==> src/rtl/trace_pkg.sv <==
// rtl/trace_pkg.sv - shared constants, types and helpers for the bus trace formatter
package trace_pkg;

   // Trace entry layout: {SYNC, RW, extDB, extAB}
   localparam int TRACE_W  = 26;
   localparam int AB_LSB   = 0;
   localparam int DB_LSB   = 16;
   localparam int RW_BIT   = 24;
   localparam int SYNC_BIT = 25;

   localparam int LINE_LEN = 11;
   localparam int IDX_W    = 4;

   localparam logic [7:0] ASCII_SPACE = 8'h20;
   localparam logic [7:0] ASCII_R     = 8'h52;
   localparam logic [7:0] ASCII_W     = 8'h57;
   localparam logic [7:0] ASCII_STAR  = 8'h2A;
   localparam logic [7:0] ASCII_DOT   = 8'h2E;

   typedef enum logic [2:0] {
      ST_IDLE,
      ST_CLR,
      ST_CLR_W,
      ST_SEND,
      ST_WAIT
   } fsm_state_t;

   function automatic logic [7:0] hex2ascii(input logic [3:0] nib);
      if (nib < 4'd10) begin
         return 8'h30 + {4'h0, nib};
      end
      return 8'h37 + {4'h0, nib};
   endfunction

endpackage

==> src/rtl/trace_fifo.sv <==
// rtl/trace_fifo.sv - synchronous FIFO with combinational head read data
module trace_fifo #(
   parameter int WIDTH      = 26,
   parameter int DEPTH_LOG2 = 4
) (
   input  logic                  clk,
   input  logic                  rst_L,
   input  logic                  push,
   input  logic [WIDTH-1:0]      din,
   input  logic                  pop,
   output logic [WIDTH-1:0]      dout,
   output logic [DEPTH_LOG2:0]   count,
   output logic                  full,
   output logic                  empty
);

   localparam int DEPTH = 2 ** DEPTH_LOG2;

   logic [WIDTH-1:0]      mem [DEPTH];
   logic [DEPTH_LOG2-1:0] wr_ptr;
   logic [DEPTH_LOG2-1:0] rd_ptr;
   logic                  do_push;
   logic                  do_pop;

   assign full  = (count == (DEPTH_LOG2+1)'(DEPTH));
   assign empty = (count == '0);

   // A pop in the same cycle frees the slot, so a push at full is still accepted.
   assign do_pop  = pop & ~empty;
   assign do_push = push & (~full | do_pop);

   assign dout = mem[rd_ptr];

   always_ff @(posedge clk) begin
      if (do_push) begin
         mem[wr_ptr] <= din;
      end
   end

   always_ff @(posedge clk or negedge rst_L) begin
      if (!rst_L) begin
         wr_ptr <= '0;
         rd_ptr <= '0;
         count  <= '0;
      end else begin
         if (do_push) begin
            wr_ptr <= wr_ptr + 1'b1;
         end
         if (do_pop) begin
            rd_ptr <= rd_ptr + 1'b1;
         end
         case ({do_push, do_pop})
            2'b10:   count <= count + 1'b1;
            2'b01:   count <= count - 1'b1;
            default: count <= count;
         endcase
      end
   end

endmodule

==> src/rtl/bus_trace_formatter.sv <==
// rtl/bus_trace_formatter.sv - captures CPU bus cycles on phi1 and prints one ASCII line each to the LCD
module bus_trace_formatter
   import trace_pkg::*;
#(
   parameter int DEPTH_LOG2  = 4,
   parameter int SYNC_STAGES = 2
) (
   input  logic                  clk,
   input  logic                  rst_L,
   input  logic                  phi1,
   input  logic                  capture_en,
   input  logic [15:0]           extAB,
   input  logic [7:0]            extDB,
   input  logic                  RW,
   input  logic                  SYNC,
   input  logic                  ovf_clr,
   input  logic                  initDone,
   input  logic                  writeDone,
   output logic                  writeStart,
   output logic [7:0]            dataIn,
   output logic                  clearAll,
   output logic                  overflow,
   output logic [DEPTH_LOG2:0]   fifo_count
);

   localparam logic [IDX_W-1:0] LAST_IDX = IDX_W'(LINE_LEN - 1);

   logic [SYNC_STAGES-1:0] sync_chain;
   logic                   sync_q;
   logic                   sync_q_d;
   logic                   phi1_rise;
   logic                   push_req;
   logic [TRACE_W-1:0]     push_entry;

   logic [TRACE_W-1:0]     fifo_dout;
   logic                   fifo_full;
   logic                   fifo_empty;
   logic                   fifo_pop;
   logic                   drop;

   fsm_state_t             state;
   fsm_state_t             state_nxt;
   logic                   idx_inc;
   logic [IDX_W-1:0]       char_idx;
   logic [TRACE_W-1:0]     line_q;
   logic [15:0]            line_ab;
   logic [7:0]             line_db;
   logic [7:0]             line_char;

   always_ff @(posedge clk or negedge rst_L) begin
      if (!rst_L) begin
         sync_chain <= '0;
         sync_q_d   <= 1'b0;
      end else begin
         sync_chain <= {sync_chain[SYNC_STAGES-2:0], phi1};
         sync_q_d   <= sync_q;
      end
   end

   assign sync_q     = sync_chain[SYNC_STAGES-1];
   assign phi1_rise  = sync_q & ~sync_q_d;
   assign push_req   = phi1_rise & capture_en;
   assign push_entry = {SYNC, RW, extDB, extAB};

   trace_fifo #(
      .WIDTH      (TRACE_W),
      .DEPTH_LOG2 (DEPTH_LOG2)
   ) u_fifo (
      .clk   (clk),
      .rst_L (rst_L),
      .push  (push_req),
      .din   (push_entry),
      .pop   (fifo_pop),
      .dout  (fifo_dout),
      .count (fifo_count),
      .full  (fifo_full),
      .empty (fifo_empty)
   );

   // A drop wins over a simultaneous clear so no lost entry goes unreported.
   assign drop = push_req & fifo_full & ~fifo_pop;

   always_ff @(posedge clk or negedge rst_L) begin
      if (!rst_L) begin
         overflow <= 1'b0;
      end else if (drop) begin
         overflow <= 1'b1;
      end else if (ovf_clr) begin
         overflow <= 1'b0;
      end
   end

   always_ff @(posedge clk or negedge rst_L) begin
      if (!rst_L) begin
         state <= ST_IDLE;
      end else begin
         state <= state_nxt;
      end
   end

   always_comb begin
      state_nxt  = state;
      fifo_pop   = 1'b0;
      idx_inc    = 1'b0;
      writeStart = 1'b0;
      clearAll   = 1'b0;
      case (state)
         ST_IDLE: begin
            if (initDone && !fifo_empty) begin
               fifo_pop  = 1'b1;
               state_nxt = ST_CLR;
            end
         end
         ST_CLR: begin
            clearAll  = 1'b1;
            state_nxt = ST_CLR_W;
         end
         ST_CLR_W: begin
            if (writeDone) begin
               state_nxt = ST_SEND;
            end
         end
         ST_SEND: begin
            writeStart = 1'b1;
            state_nxt  = ST_WAIT;
         end
         ST_WAIT: begin
            if (writeDone) begin
               if (char_idx == LAST_IDX) begin
                  state_nxt = ST_IDLE;
               end else begin
                  idx_inc   = 1'b1;
                  state_nxt = ST_SEND;
               end
            end
         end
         default: state_nxt = ST_IDLE;
      endcase
   end

   always_ff @(posedge clk or negedge rst_L) begin
      if (!rst_L) begin
         line_q   <= '0;
         char_idx <= '0;
      end else if (fifo_pop) begin
         line_q   <= fifo_dout;
         char_idx <= '0;
      end else if (idx_inc) begin
         char_idx <= char_idx + 1'b1;
      end
   end

   assign line_ab = line_q[AB_LSB +: 16];
   assign line_db = line_q[DB_LSB +: 8];

   always_comb begin
      line_char = ASCII_SPACE;
      case (char_idx)
         4'd0:    line_char = hex2ascii(line_ab[15:12]);
         4'd1:    line_char = hex2ascii(line_ab[11:8]);
         4'd2:    line_char = hex2ascii(line_ab[7:4]);
         4'd3:    line_char = hex2ascii(line_ab[3:0]);
         4'd5:    line_char = hex2ascii(line_db[7:4]);
         4'd6:    line_char = hex2ascii(line_db[3:0]);
         4'd8:    line_char = line_q[RW_BIT] ? ASCII_R : ASCII_W;
         4'd10:   line_char = line_q[SYNC_BIT] ? ASCII_STAR : ASCII_DOT;
         default: line_char = ASCII_SPACE;
      endcase
   end

   // Character stays on the bus from the request until the LCD acknowledges it.
   assign dataIn = ((state == ST_SEND) || (state == ST_WAIT)) ? line_char : ASCII_SPACE;

endmodule

==> config.mk <==
export PLATFORM = sky130hd
export DESIGN_NAME = bus_trace_formatter
export DESIGN_NICKNAME = d
export VERILOG_FILES = /design/src/rtl/trace_pkg.sv /design/src/rtl/trace_fifo.sv /design/src/rtl/bus_trace_formatter.sv
export SDC_FILE = /design/constraint.sdc
export NUM_CORES = 1
export LEC_CHECK = 0
export ABC_AREA = 1
export CAP_MARGIN = 0
export CORE_ASPECT_RATIO = 0.5
export CORE_MARGIN = 5
export CORE_UTILIZATION = 62
export DETAILED_ROUTE_END_ITERATION = 10
export PLACE_DENSITY = 0.78
export REMOVE_ABC_BUFFERS = 1
export SYNTH_ARGS = -nofsm -noshare
export SYNTH_HDL_FRONTEND = slang
export SYNTH_SLANG_ARGS = --single-unit
==> constraint.sdc <==
create_clock -name clk -period 3.9 [get_ports clk]
set_clock_uncertainty 0.05 [all_clocks]
set_input_delay 0.78 -clock clk [delete_from_list [all_inputs] [get_ports clk]]
set_output_delay 0.78 -clock clk [all_outputs]
set_load 0.02 [all_outputs]
==> reports/summary.md <==
Final routed DRC violation total: 0. The share of layout cells above drive strength 1 was 0.101; the peak clock frequency supported by timing was 0.265 GHz. Summing all placed instances gives a cell area of 0.0203 sq mm.

Clock tree synthesis selected as its root buffer the cell sky130_fd_sc_hd__clkbuf_16. The max capacitance violation total was 0. The maximum VDD drop is 0.484 mV, and the post-synthesis sequential area ratio is 0.710. The via count of the first global-routing pass came out at 12.7k.

The total global routing track utilization is 0.271. After floorplanning, the core was sized to cover 0.0306 sq mm. The first global-routing pass estimated 73000 microns of wire. For the number of pins exceeding their max-slew limit in the final report, the log shows 0. The combined buffer and inverter count along the critical path is 3, and the final critical path time including I/O delays and setup is 3770 ps.

In this run the number of H-tree levels came out at 2. The most common flop cell mapped by yosys is sky130_fd_sc_hd__edfxtp_1. The initial cell density of the core is 0.633, and the sum of net half-perimeters after detailed placement is 28200 microns. The biggest area contributor in the post-synthesis netlist is sky130_fd_sc_hd__edfxtp_1. From synthesis to final layout, the design area changed by 11.6%. The synthesized area was 0.0194 sq mm.

The per-cell via count in the routed design came out at 6.36. By area the synthesized netlist is led by sky130_fd_sc_hd__edfxtp_1 (65%), sky130_fd_sc_hd__dfrtp_1 (6.5%), sky130_fd_sc_hd__o21ai_0 (6.0%), sky130_fd_sc_hd__nor2_1 (5.1%), sky130_fd_sc_hd__o22ai_1 (3.7%). The die outline area was 0.0351 sq mm; the boundary pin count was 49. The library cell appearing most often on the critical path is sky130_fd_sc_hd__inv_1. At the end of the flow, the number of nets in the layout was 1650. Entering global routing, the biggest net connects 180 pins. For the pin with the worst max-slew slack, the measured transition is 894 ps. The number of clock buffers added by TritonCTS is 39. The top-area cell type share of the netlist area was 0.646; the sink count of the clock tree was 466. The slowest stage of the critical path belongs to the cell sky130_fd_sc_hd__clkdlybuf4s50_1. The tools report the final design area excluding fillers as 0.0216 sq mm. The run gives 0 as the number of antenna violations at the first check in global routing. The total placed cells including tap cells is 1983, and the post-route fraction of the period consumed by the critical path is 0.967. The longest clock path from root to sink contains 3 buffers.

For this run, the detailed router's first-pass iteration total came to 6. The post-layout instance count excluding filler cells was 2054; the leakage power was 7.34 nW. The tools report the remaining antenna violation count as 0. The floorplan step set the die width to 260 microns. The tools report the count of endpoints failing hold in the final timing report as 0. The antenna cell count was 0; the CTS clock-pin slew for the worst setup and hold paths was 70 ps.

For the worst setup path, the data arrival time is 2940 ps. The type of the setup path with the least slack was reg -> out. The logs give 0.404 for the tightest slew margin relative to the limit and 0.0156 W for the total power. Input and output buffers added on the ports amount to 47. The run gives 52 as the post-synthesis cell type count. The mean area per synthesized cell is 12.4 sq um, and the Yosys warning count is 0. Setup repair after global routing left no endpoint under its margin.

The run gives 45 as the row count. The worst setup path is launched from a register. The worst register-to-register path has a setup slack of 900 ps.

From bottom edge to top edge, the die measures 135 microns. The run finished with clean final reports. The number of vias after detailed routing is 13.1k.

In this run the worst path has a maximum fanout of 7. The async set-reset flop share out of synthesis is 0.107, and the violation count after the first detailed-routing iteration is 2026. The quantity of hold-fixing buffers added after cts is 0, and the number of enable-type register cells in the synthesized netlist is 416. For the global-route congestion overflow total, the log shows 0. After technology mapping, the gate count stands at 1563. STA puts the critical path data required time at 3070 ps. The congestion estimate from routability-driven global placement came to 0.871.

The later pin in the worst-skew pair is clocked with a latency of 570 ps. The number of synthesized register bits was 466. The category of cells accounting for the largest share of critical-path delay is buffers and inverters.

The critical path goes through inv_1, ha_1, inv_1, nor3_4, nand3_1, o21ai_0, nor4_1, nor2_1, clkdlybuf4s50_1. The per-cell routed wire length was 23.0 microns. For this design the ratio of total power to cell area is 722 mW/mm^2.

For the aggregate routed wire length, the log shows 47200 microns. The highest cell delay on the worst timing path works out to 670 ps. TritonCTS built the clock tree. The worst setup path is captured at an output pin.

Setup violations remaining at the end of the flow were counted as 0. The type of the worst min-delay path was in -> async.
## worst register-to-register path, cell delays in order (launching register included)
cell	delay, ps
sky130_fd_sc_hd__dfrtp_2	680
sky130_fd_sc_hd__inv_2	640
sky130_fd_sc_hd__buf_4	400
sky130_fd_sc_hd__o21ai_0	150
sky130_fd_sc_hd__o22ai_1	180
sky130_fd_sc_hd__o21ai_0	130
sky130_fd_sc_hd__o22ai_1	490
sky130_fd_sc_hd__nand2_1	120
sky130_fd_sc_hd__o21ai_1	100
## placed cells by master, fill, tap and decap left out, types with 9 or more instances in the layout
cell type and instances:
sky130_fd_sc_hd__dfrtp_1 47, sky130_fd_sc_hd__nand3_1 22, sky130_fd_sc_hd__xor2_1 11, sky130_fd_sc_hd__inv_2 11, sky130_fd_sc_hd__o22ai_1 116, sky130_fd_sc_hd__ha_1 16, sky130_fd_sc_hd__clkdlybuf4s50_1 45, sky130_fd_sc_hd__o21ai_0 231
sky130_fd_sc_hd__clkbuf_16 40, sky130_fd_sc_hd__nand2_1 140, sky130_fd_sc_hd__nor2_1 245, sky130_fd_sc_hd__o221ai_1 17, sky130_fd_sc_hd__buf_4 32, sky130_fd_sc_hd__nor2_4 20, sky130_fd_sc_hd__a21oi_1 21, sky130_fd_sc_hd__edfxtp_1 416
sky130_fd_sc_hd__clkinv_2 9, sky130_fd_sc_hd__inv_1 57, sky130_fd_sc_hd__o21ai_1 33
## cells in the mapped netlist (3+ instances only)
cell and instances:
sky130_fd_sc_hd__a21oi_1 21, sky130_fd_sc_hd__a41oi_1 3, sky130_fd_sc_hd__buf_2 26, sky130_fd_sc_hd__buf_4 13, sky130_fd_sc_hd__buf_6 12, sky130_fd_sc_hd__clkbuf_1 32, sky130_fd_sc_hd__clkbuf_2 4, sky130_fd_sc_hd__dfrtp_1 50
sky130_fd_sc_hd__edfxtp_1 416, sky130_fd_sc_hd__ha_1 16, sky130_fd_sc_hd__inv_1 57, sky130_fd_sc_hd__inv_2 11, sky130_fd_sc_hd__nand2_1 140, sky130_fd_sc_hd__nand2_2 6, sky130_fd_sc_hd__nand2_4 4, sky130_fd_sc_hd__nand3_1 22
sky130_fd_sc_hd__nor2_1 262, sky130_fd_sc_hd__nor2_2 5, sky130_fd_sc_hd__nor2_4 4, sky130_fd_sc_hd__nor3_1 7, sky130_fd_sc_hd__nor4_1 3, sky130_fd_sc_hd__o211ai_1 7, sky130_fd_sc_hd__o21ai_0 231, sky130_fd_sc_hd__o21ai_1 33
sky130_fd_sc_hd__o21ai_2 3, sky130_fd_sc_hd__o221ai_1 17, sky130_fd_sc_hd__o22ai_1 116, sky130_fd_sc_hd__xor2_1 11
## power by group
group	leakage [nW]	total [W]	internal [W]	switching [W]
Combinational	2.37	0.00567	0.00170	0.00397
Clock	0.613	0.00385	0.00211	0.00174
Sequential	4.36	0.00607	0.00578	0.000294
Total	7.34	0.0156	0.00959	0.00601
## registers in the layout (all words and copies together) (netlist names)
| signal | cells |
|---|---|
| u_fifo.rd_ptr | 4 |
| u_fifo.mem | 416 |
| line_q | 26 |
| sync_chain | 2 |
| overflow | 1 |
| sync_q_d | 1 |
| state | 3 |
| u_fifo.wr_ptr | 4 |
| char_idx | 4 |
| u_fifo.count | 5 |
## cell type report
type	instances	area, sq um
Timing Repair Buffer	86	848
Sequential cell	466	13700
Clock buffer	48	1040
Fill cell	1981	8980
Clock inverter	23	203
Tap cell	423	529
Multi-Input combinational cell	939	4950
Inverter	69	264
## kinds of logic (layout without fill, tap and decap cells)
logic type / after synthesis / in the layout / synth area share
AOI/OAI and AO/OA: 447 / 447 / 0.132
xor gates and xnor gates: 11 / 11 / 0.00498
adders and majority gates: 16 / 16 / 0.0103
buffers and inverters: 158 / 226 / 0.0406
DFF: 466 / 466 / 0.710
other: 1 / 1 / 0.000194
and+or+nand+nor: 464 / 464 / 0.102
## path summary, 6_finish.rpt
kind                                              start                      endpoint  cells past startpoint
min in group clk                sync_chain[0]$_DFF_PN0_       sync_chain[1]$_DFF_PN0_                      0
setup reg to reg           u_fifo.rd_ptr[1]$_DFFE_PN0P_         line_q[1]$_DFFE_PN0N_                      8
hold / removal                                    rst_L  u_fifo.wr_ptr[1]$_DFFE_PN0P_                      1
max in group asynchronous                         rst_L       char_idx[1]$_DFFE_PN0P_                      2
setup / recovery                char_idx[0]$_DFFE_PN0P_                     dataIn[6]                      9
hold reg to reg                 sync_chain[0]$_DFF_PN0_       sync_chain[1]$_DFF_PN0_                      0
## what timing repair did
| action | CTS | global route |
|---|---|---|
| setup endpoints to repair | 0 | 4 |
| buffers inserted | 0 | 0 |
| resized for setup | 0 | 3 |
## through the flow
step,setup TNS [ps],hold WS (ps),util,worst slack (ps)
2_1_floorplan,-32480,281,-,-1350
3_3_place_gp,0,288,0.665,648
3_5_place_dp,0,289,0.665,590
4_1_cts,0,311,0.706,74.7
5_1_grt,0,317,0.706,10.5
6_report,0,307,0.706,128
## per-layer routing
metal,track usage,share of wire,wire (microns),vias to the layer above
li1,-,-,-,5777
met1,0.392,0.40,18800,6321
met2,0.417,0.45,21100,851
met3,0.0663,0.12,5840,113
met4,0.0783,0.030,1410,0
met5,0,0,0,-
Note: power is estimated with default switching activity, not from simulation.
